===== src/rtl/gate_pkg.sv =====
// rtl/gate_pkg.sv - shared opcodes and parity helper for the gate array pipeline
package gate_pkg;

  localparam logic [2:0] OP_AND  = 3'd0;
  localparam logic [2:0] OP_OR   = 3'd1;
  localparam logic [2:0] OP_XOR  = 3'd2;
  localparam logic [2:0] OP_XNOR = 3'd3;
  localparam logic [2:0] OP_NAND = 3'd4;
  localparam logic [2:0] OP_NOR  = 3'd5;
  localparam logic [2:0] OP_NOTA = 3'd6;
  localparam logic [2:0] OP_BUF  = 3'd7;

  // Widest operand the parity helper accepts; callers zero-extend into it,
  // which leaves the XOR reduction unchanged.
  localparam int PAR_MAX_W = 256;

  function automatic logic parity(input logic [PAR_MAX_W-1:0] v);
    return ^v;
  endfunction

endpackage


===== src/rtl/gate_alu.sv =====
// rtl/gate_alu.sv - combinational bitwise gate selector with operand equality flag
module gate_alu
  import gate_pkg::*;
#(
  parameter int WIDTH = 8
) (
  input  logic [WIDTH-1:0] a,
  input  logic [WIDTH-1:0] b,
  input  logic [2:0]       op,
  output logic [WIDTH-1:0] y,
  output logic             eq
);

  // Select one of eight bitwise operations; NOT A and BUF A ignore b.
  always_comb begin
    y  = a;
    eq = &(~(a ^ b));
    case (op)
      OP_AND:  y = a & b;
      OP_OR:   y = a | b;
      OP_XOR:  y = a ^ b;
      OP_XNOR: y = ~(a ^ b);
      OP_NAND: y = ~(a & b);
      OP_NOR:  y = ~(a | b);
      OP_NOTA: y = ~a;
      default: y = a;
    endcase
  end

endmodule


===== src/rtl/gate_array_pipe.sv =====
// rtl/gate_array_pipe.sv - two-stage valid/ready gate array with saturating equality counter
module gate_array_pipe
  import gate_pkg::*;
#(
  parameter int WIDTH = 8,
  parameter int CNT_W = 8
) (
  input  logic             clk,
  input  logic             rst_n,
  input  logic             in_valid,
  output logic             in_ready,
  input  logic [WIDTH-1:0] in_a,
  input  logic [WIDTH-1:0] in_b,
  input  logic [2:0]       in_op,
  output logic             out_valid,
  input  logic             out_ready,
  output logic [WIDTH-1:0] out_y,
  output logic             out_eq,
  output logic             out_par,
  input  logic             cnt_clr,
  output logic [CNT_W-1:0] eq_cnt
);

  localparam logic [CNT_W-1:0] CNT_MAX = '1;

  logic             s1_valid_q, s1_valid_d;
  logic [WIDTH-1:0] s1_a_q, s1_a_d;
  logic [WIDTH-1:0] s1_b_q, s1_b_d;
  logic [2:0]       s1_op_q, s1_op_d;

  logic             out_valid_q, out_valid_d;
  logic [WIDTH-1:0] out_y_q, out_y_d;
  logic             out_eq_q, out_eq_d;
  logic             out_par_q, out_par_d;
  logic [CNT_W-1:0] eq_cnt_q, eq_cnt_d;

  logic             s2_load;
  logic             in_hs;
  logic             out_hs;
  logic [WIDTH-1:0] alu_y;
  logic             alu_eq;
  logic [PAR_MAX_W-1:0] alu_y_ext;

  gate_alu #(
    .WIDTH(WIDTH)
  ) u_alu (
    .a  (s1_a_q),
    .b  (s1_b_q),
    .op (s1_op_q),
    .y  (alu_y),
    .eq (alu_eq)
  );

  // Handshakes: S2 refills whenever it is empty or being drained this cycle.
  always_comb begin
    out_hs   = out_valid_q && out_ready;
    s2_load  = s1_valid_q && (!out_valid_q || out_ready);
    in_ready = !s1_valid_q || s2_load;
    in_hs    = in_valid && in_ready;
  end

  // Stage 1 captures operands on an input handshake and empties when it hands off.
  always_comb begin
    s1_valid_d = s1_valid_q;
    s1_a_d     = s1_a_q;
    s1_b_d     = s1_b_q;
    s1_op_d    = s1_op_q;
    if (in_hs) begin
      s1_valid_d = 1'b1;
      s1_a_d     = in_a;
      s1_b_d     = in_b;
      s1_op_d    = in_op;
    end else if (s2_load) begin
      s1_valid_d = 1'b0;
    end
  end

  // Stage 2 registers the result; contents hold while the beat waits for out_ready.
  always_comb begin
    alu_y_ext              = '0;
    alu_y_ext[WIDTH-1:0]   = alu_y;
    out_valid_d            = out_valid_q;
    out_y_d                = out_y_q;
    out_eq_d               = out_eq_q;
    out_par_d              = out_par_q;
    if (s2_load) begin
      out_valid_d = 1'b1;
      out_y_d     = alu_y;
      out_eq_d    = alu_eq;
      out_par_d   = parity(alu_y_ext);
    end else if (out_hs) begin
      out_valid_d = 1'b0;
    end
  end

  // Count delivered equal-operand results, saturating; clear wins over increment.
  always_comb begin
    eq_cnt_d = eq_cnt_q;
    if (cnt_clr) begin
      eq_cnt_d = '0;
    end else if (out_hs && out_eq_q && (eq_cnt_q != CNT_MAX)) begin
      eq_cnt_d = eq_cnt_q + CNT_W'(1);
    end
  end

  // All pipeline and counter state, emptied asynchronously by reset.
  always_ff @(posedge clk or negedge rst_n) begin
    if (!rst_n) begin
      s1_valid_q  <= 1'b0;
      s1_a_q      <= '0;
      s1_b_q      <= '0;
      s1_op_q     <= '0;
      out_valid_q <= 1'b0;
      out_y_q     <= '0;
      out_eq_q    <= 1'b0;
      out_par_q   <= 1'b0;
      eq_cnt_q    <= '0;
    end else begin
      s1_valid_q  <= s1_valid_d;
      s1_a_q      <= s1_a_d;
      s1_b_q      <= s1_b_d;
      s1_op_q     <= s1_op_d;
      out_valid_q <= out_valid_d;
      out_y_q     <= out_y_d;
      out_eq_q    <= out_eq_d;
      out_par_q   <= out_par_d;
      eq_cnt_q    <= eq_cnt_d;
    end
  end

  assign out_valid = out_valid_q;
  assign out_y     = out_y_q;
  assign out_eq    = out_eq_q;
  assign out_par   = out_par_q;
  assign eq_cnt    = eq_cnt_q;

endmodule


===== config.mk =====
export PLATFORM = sky130hd
export DESIGN_NAME = gate_array_pipe
export DESIGN_NICKNAME = d
export VERILOG_FILES = /design/src/rtl/gate_pkg.sv /design/src/rtl/gate_alu.sv /design/src/rtl/gate_array_pipe.sv
export SDC_FILE = /design/constraint.sdc
export NUM_CORES = 1
export LEC_CHECK = 0
export ABC_AREA = 1
export CAP_MARGIN = 40
export CORE_ASPECT_RATIO = 0.9
export CORE_UTILIZATION = 59
export DETAILED_ROUTE_END_ITERATION = 8
export GPL_ROUTABILITY_DRIVEN = 0
export GPL_TIMING_DRIVEN = 0
export MAX_ROUTING_LAYER = met4
export PLACE_DENSITY = 0.86
export SYNTH_ARGS = -nofsm -noshare
export SYNTH_HDL_FRONTEND = slang
export SYNTH_SLANG_ARGS = --single-unit

===== constraint.sdc =====
create_clock -name clk -period 3 [get_ports clk]
set_clock_uncertainty 0.2 [all_clocks]
set_input_delay 0.6 -clock clk [delete_from_list [all_inputs] [get_ports clk]]
set_output_delay 0.6 -clock clk [all_outputs]
set_load 0.005 [all_outputs]

==> flow_metrics.tcl <==
set metrics [dict create \
    routedWlPerCell_um 13.8 \
    critPathKind "in2reg" \
    synth_adder_area_share 0.0722 \
    synthesis.nets 484 \
    fp-row-count 24 \
    setup_tns_ps 0 \
    drt-total-wl_mm 7.71 \
    grt_use_total 0.316 \
    overflow 0 \
    final_hold_viol_count 0 \
    sequentialPowerShare 0.331 \
    clkPwrFrac 0.195 \
    core_area_um2 4830 \
    ys_ff_latch 39 \
    maxCapViolCount 0 \
    yosysSeqAreaShare 0.331 \
    rsz0062_at_grt "no" \
    fmax_mhz 381 \
    cts_hold_buf 0 \
    dp.cells 552 \
    p_int_uw 1230 \
    grt_pass1_vias 2835 \
    htree_levels 2 \
    synth-xor-area-share 0 \
    p_leak_uw 0.00190 \
    dieArea_um2 5280 \
    synth_compound_area_frac 0.0981 \
    drtIter0Drc 267 \
    worst-path-max-fanout 10 \
    ios 44 \
    timing.final.crit_share 0.875 \
    fin_nets 535 \
    muxShareOfSynthArea 0 \
    grt_max_degree 22 \
    critPathCaptureType "flop" \
    clkLatencyLatePin_ps 300 \
    required_ps 2950 \
    postSynthAreaPerCell_um2 6.65 \
    vias 3089 \
    worst_setup_path_start_kind "input pin" \
    timing.final.ws_setup_ps 375 \
    grt_pass1_wl_mm 12.8 \
    cts_resized 0 \
    die-height_um 69.0 \
    place_ws_ps 65.6 \
    synth_cell_types 28 \
    relSlewSlack 0.555 \
    drc 0 \
    final-instance-count-excl-fill 560 \
    ant_nets 0 \
    clkSinkCount 39 \
    antennaDiodeCount 0 \
    cts_root_buf "clkbuf_8" \
    synth_cells 443 \
    dp_hpwl_mm 5.67 \
    synth_top_family_by_area "simple AND/OR/NAND/NOR gates" \
    worstPathArrival_ps 2580 \
    powerDensity_nw_per_um2 578 \
    min_period_ps 2620 \
    start_util 0.609 \
    min_path_type "in2async" \
    synth.cell_area_um2 2950 \
    dr.pass1.iters 6 \
    layout_common_cells "140 x nand2_1, 55 x inv_1, 50 x nor2_1" \
    io_buffers 43 \
    post_cts_buffers 0 \
    outcome "finished, final reports clean" \
    power_frac_comb 0.474 \
    vias_per_cell 5.52 \
    clkSlewWorstSetupHoldPaths_ps 80 \
    syn_to_final_growth_pct 21.7 \
    layout_commonest_cell "nand2_1" \
    setup_viol 0 \
    swShare 0.405 \
    cts_tree "done" \
    ir_drop_v 0.000335 \
    numCtsBuffers 5 \
    drive_gt1_frac 0.0848 \
    synthSimpleGateAreaFrac 0.384 \
    final_max_slew_viol_count 0 \
    worst_pin_slew_ps 668 \
    p_sw_uw 838 \
    yosys_warnings 0 \
    grt_antenna_before_repair 0 \
    cts_buffer_depth 2 \
    fp.dieW_um 76.5 \
]
[final cells by class]
class	count	area (um2)
multi-input cells	329	1630
repair buffers	44	453
clock inverters	1	7.51
clock buffers	7	96.3
inverters	61	231
flip-flops and latches	39	976
plain buffers	14	105
fillers	390	1250
well taps	65	81.3
[path summary, 6_finish.rpt]
kind	start	end	slack [ps]	cells past startpoint
max in group asynchronous	rst_n	eq_cnt[4]	2070	2
worst max register to register	s1_a_q[7]	out_par	730	15
min in group clk	out_y[1]	out_y[1]	290	2
worst min-delay path	rst_n	s1_a_q[1]	50	1
worst max-delay path	out_ready	s1_a_q[7]	380	7
worst min register to register	out_y[1]	out_y[1]	290	2
[through the flow]
stage	utilization	cell area, um2	power [uW]	hold WS [ps]
6_report	0.741	3580	2070	53.0
4_1_cts	0.741	3580	2070	70.5
3_3_place_gp	0.715	3460	1620	268
5_1_grt	0.741	3580	2220	88.9
2_1_floorplan	-	2950	1310	104
3_5_place_dp	0.720	3480	1650	273
[kinds of logic after synthesis]
group                      Yosys count
buffers and inverters               75
and+or+nand+nor                    258
DFF                                 39
adders and majority gates           17
AOI/OAI and AO/OA                   54
[flip-flops by register name (all words and copies together), names as in the netlist]
signal	cells
out_par	1
s1_b_q	8
out_valid	1
s1_op_q	3
s1_valid_q	1
s1_a_q	8
out_y	8
out_eq	1
eq_cnt	8
[cell usage after synthesis]
cell	instances	area, um2
dfrtp_1	39	976
nand3b_1	8	60.1
o21ai_2	1	8.76
inv_1	55	206
nor2_1	50	188
inv_2	5	18.8
o21ai_0	20	100
a211oi_1	3	22.5
nand2_1	140	526
buf_4	1	7.51
clkbuf_1	4	15.0
ha_1	17	213
nand4_1	4	25.0
nor4_1	2	12.5
buf_6	6	67.6
nand2_2	5	31.3
o21ai_1	2	10.0
nor2_8	1	20.0
nand3_1	36	180
nor3_1	3	15.0
buf_2	3	15.0
a31oi_1	3	18.8
nor2_2	5	31.3
a221oi_1	1	8.76
a21oi_1	24	120
inv_4	1	6.26
nand3_2	2	20.0
nor2_4	2	22.5
[layer usage]
layer | up-vias | GRT usage | wire length (um)
met1 | 1392 | 0.392 | 3160
met2 | 156 | 0.519 | 3640
met3 | 35 | 0.0530 | 623
li1 | 1506 | - | -
met4 | 0 | 0.115 | 281
met5 | - | - | 0
[critical path: stages]
cell	delay [ps]
clkdlybuf4s50_1	420
inv_1	80
nand3_1	120
nand2_1	130
clkbuf_1	500
clkbuf_1	560
a21oi_1	170
[power groups by stage]
stage	Clock [uW]	Combinational [uW]	Sequential, uW
floorplan	0	619	692
global placement	0	926	690
detailed placement	0	956	695
CTS	415	967	685
global route	431	1080	699
finish	405	981	685
Power figures use the tool's default switching activity.
==> RTL edit: new RTL, same flow settings <==
Change the package constant `PAR_MAX_W` from 256 to 128.
--- a/src/rtl/gate_pkg.sv
+++ b/src/rtl/gate_pkg.sv
@@ -12,7 +12,7 @@
 
   // Widest operand the parity helper accepts; callers zero-extend into it,
   // which leaves the XOR reduction unchanged.
-  localparam int PAR_MAX_W = 256;
+  localparam int PAR_MAX_W = 128;
 
   function automatic logic parity(input logic [PAR_MAX_W-1:0] v);
     return ^v;
Formal check against the unedited RTL: equivalent (Yosys induction, for registers that start in step).
==> RTL edit against the original RTL <==
  * Sequential cell count is the same
  * Combinational power rose by 0.8%
  * Via count increased by 0.29%
  * First-iteration DRC count increased by 13%
  * Area after synthesis down 0.59%
  * Utilization rose by 3.5 points
  * Wire length up 2.7%
  * Worst setup slack better by 0.0025 ns
  * Cell count shrank 0.54%
  * Power is 2.7% higher
  * Register-to-register slack got worse by 0.02 ns
  * Die area is 0.58% lower
  * Cell area shrank 0.28%
  * Sequential share of layout area rose by 0.076 points
  * Critical path type unchanged
  * Largest power group unchanged
==> RTL edit: results (changes against the original RTL) <==
- Number of vias in the routed layout: 3098 (+0.29%)
- Global router's overall resource usage: 0.332 (+0.0159)
- Count of synthesis-stage warnings from yosys: 0 (unchanged)
- Clock slew seen by the registers of the worst setup and hold paths: 0.08 ns (about the same)
- Worst-skew pair later-pin latency: roughly 0.31 ns
- Clock root cell: sky130_fd_sc_hd__clkbuf_8
- Synthesized Nets: 483 (-0.21%)
- Top delay family on crit path: buffers and inverters
- Library cell contributing the largest single delay on the critical path: sky130_fd_sc_hd__clkbuf_1
- Worst Hold Class: reg2reg
- Delay of the slowest cell on the worst path: around 0.57 ns
- Number of distinct library cell variants in the gate-level netlist after synthesis: 27 (-3.6%)
- Input/output buffers: 43 (unchanged)
- Drt pass-1 iters: 6 (unchanged)
- Overflow after GRT: 0 (unchanged)
- Pin count of the biggest net entering global routing: 31 (+41%)
- Antenna diodes: 0 (unchanged)
- Reported leakage power: 1.95 nW (+2.5%)
- H-tree depth reported by CTS: 2 (unchanged)
- Asr flop ratio synth: 1.00 (unchanged)
- Layout cells sized above 1: 0.0727 (-0.0121)
- Routed wire per std cell: 14.2 um (+3.2%)
- Wire length of the first global-routing pass: 12800 um (unchanged)
- Top cells by area in the synthesized netlist: sky130_fd_sc_hd__dfrtp_1, sky130_fd_sc_hd__nand2_1, sky130_fd_sc_hd__inv_1
- WP data arrival: 2.58 ns (about the same)
- Filler cell count: 367 (-5.9%)
- Part of the Yosys area used for sequential elements: 0.333 (+0.00198)
- Via count of the first global-routing pass: 2760 (-2.6%)
- Maximum buffer depth of the clock tree: 2 (unchanged)
- Cell types with the highest counts after synthesis: sky130_fd_sc_hd__nand2_1, sky130_fd_sc_hd__inv_1, sky130_fd_sc_hd__nor2_1
- Initial antenna violation count: 0 (unchanged)
- Post-detailed-placement cell area: 3450 um2 (-0.83%)
- Post-detail-place hpwl: 5990 um (+5.7%)
- Crit path max fanout: 10 (unchanged)
- Worst IR drop on VDD: 0.000341 V (+1.8%)
- Outcome: finished clean
- Relative slew margins: 0.568 (+0.0131)
- Number of clock buffers inserted by TritonCTS: 5 (unchanged)
- Iteration-0 DRC Markers: 301 (+13%)
## RTL edit: cell count changes in the layout (fill, tap and decap cells not counted), sizes merged, moves of 2 or more
| cell | before | now |
|---|---|---|
| clkinv | 0 | 2 |
| a21oi | 24 | 27 |
| nand4 | 4 | 7 |
| a31oi | 3 | 0 |
| nand2 | 145 | 141 |
| o21ai | 23 | 20 |
| nand3b | 8 | 6 |
| a211oi | 3 | 0 |
## RTL edit: timing repair
action                                 in CTS  in global routing
hold buffers                                1                  0
endpoints found under the hold margin       9                  0
setup buffers                               0                  0
## RTL edit: final timing paths
check	start	end	slack (ns)	cells past startpoint
worst min-delay path	out_y[5]$_DFFE_PN0P_	out_y[5]$_DFFE_PN0P_	0.29	2
worst max-delay path	out_ready	s1_b_q[4]$_DFFE_PN0P_	0.38	7
min in group asynchronous	rst_n	s1_op_q[1]$_DFFE_PN0P_	0.53	2
max in group asynchronous	rst_n	out_y[5]$_DFFE_PN0P_	1.62	3
worst max register to register	s1_a_q[3]$_DFFE_PN0P_	out_par$_DFFE_PN0P_	0.71	14
worst min register to register	out_y[5]$_DFFE_PN0P_	out_y[5]$_DFFE_PN0P_	0.29	2
## RTL edit: cell type report
| cell class | count | area, um2 | area share |
|---|---|---|---|
| flip-flops and latches | 39 | 976 | 0.273 |
| clock inverters | 3 | 43.8 | 0.0123 |
| multi-input cells | 327 | 1620 | 0.454 |
| clock buffers | 5 | 68.8 | 0.0193 |
| plain buffers | 15 | 98.8 | 0.0277 |
| well taps | 62 | 77.6 | 0.0217 |
| repair buffers | 45 | 455 | 0.127 |
| inverters | 61 | 229 | 0.0641 |
## RTL edit: cell families (layout without fill, tap and decap cells)
logic type      after synthesis  after routing  share of synthesized area
fa+ha+maj                    17             17                     0.0726
xor+xnor                      2              2                    0.00598
compound gates               49             49                     0.0872
simple gates                259            259                      0.389
flops                        39             39                      0.333
buf+inv                      76            129                      0.112
## RTL edit: layer usage
layer  part of all wire  global-route usage
met1               0.42               0.405
met3              0.080              0.0592
met2               0.47               0.554
met4              0.028               0.139
met5                  0                   -
## RTL edit: per-stage QoR
step           setup WS, ns  total power [mW]  hold WS [ns]  std cells  utilization
2_1_floorplan          1.12              1.31         0.104        442            -
3_3_place_gp          0.164              1.62         0.268        547        0.746
3_5_place_dp          0.107              1.67         0.272        548        0.749
4_1_cts               0.425              2.12         0.291        557        0.776
5_1_grt               0.366              2.28         0.322        557        0.776
6_report              0.378              2.13         0.287        557        0.776
## RTL edit: where the power goes
| group | leakage, nW | total, mW | internal (mW) | switching (mW) |
|---|---|---|---|---|
| clock | 0.0581 | 0.455 | 0.248 | 0.207 |
| sequential | 0.470 | 0.684 | 0.623 | 0.0606 |
| combinational | 1.42 | 0.989 | 0.404 | 0.585 |
| total | 1.95 | 2.13 | 1.27 | 0.853 |
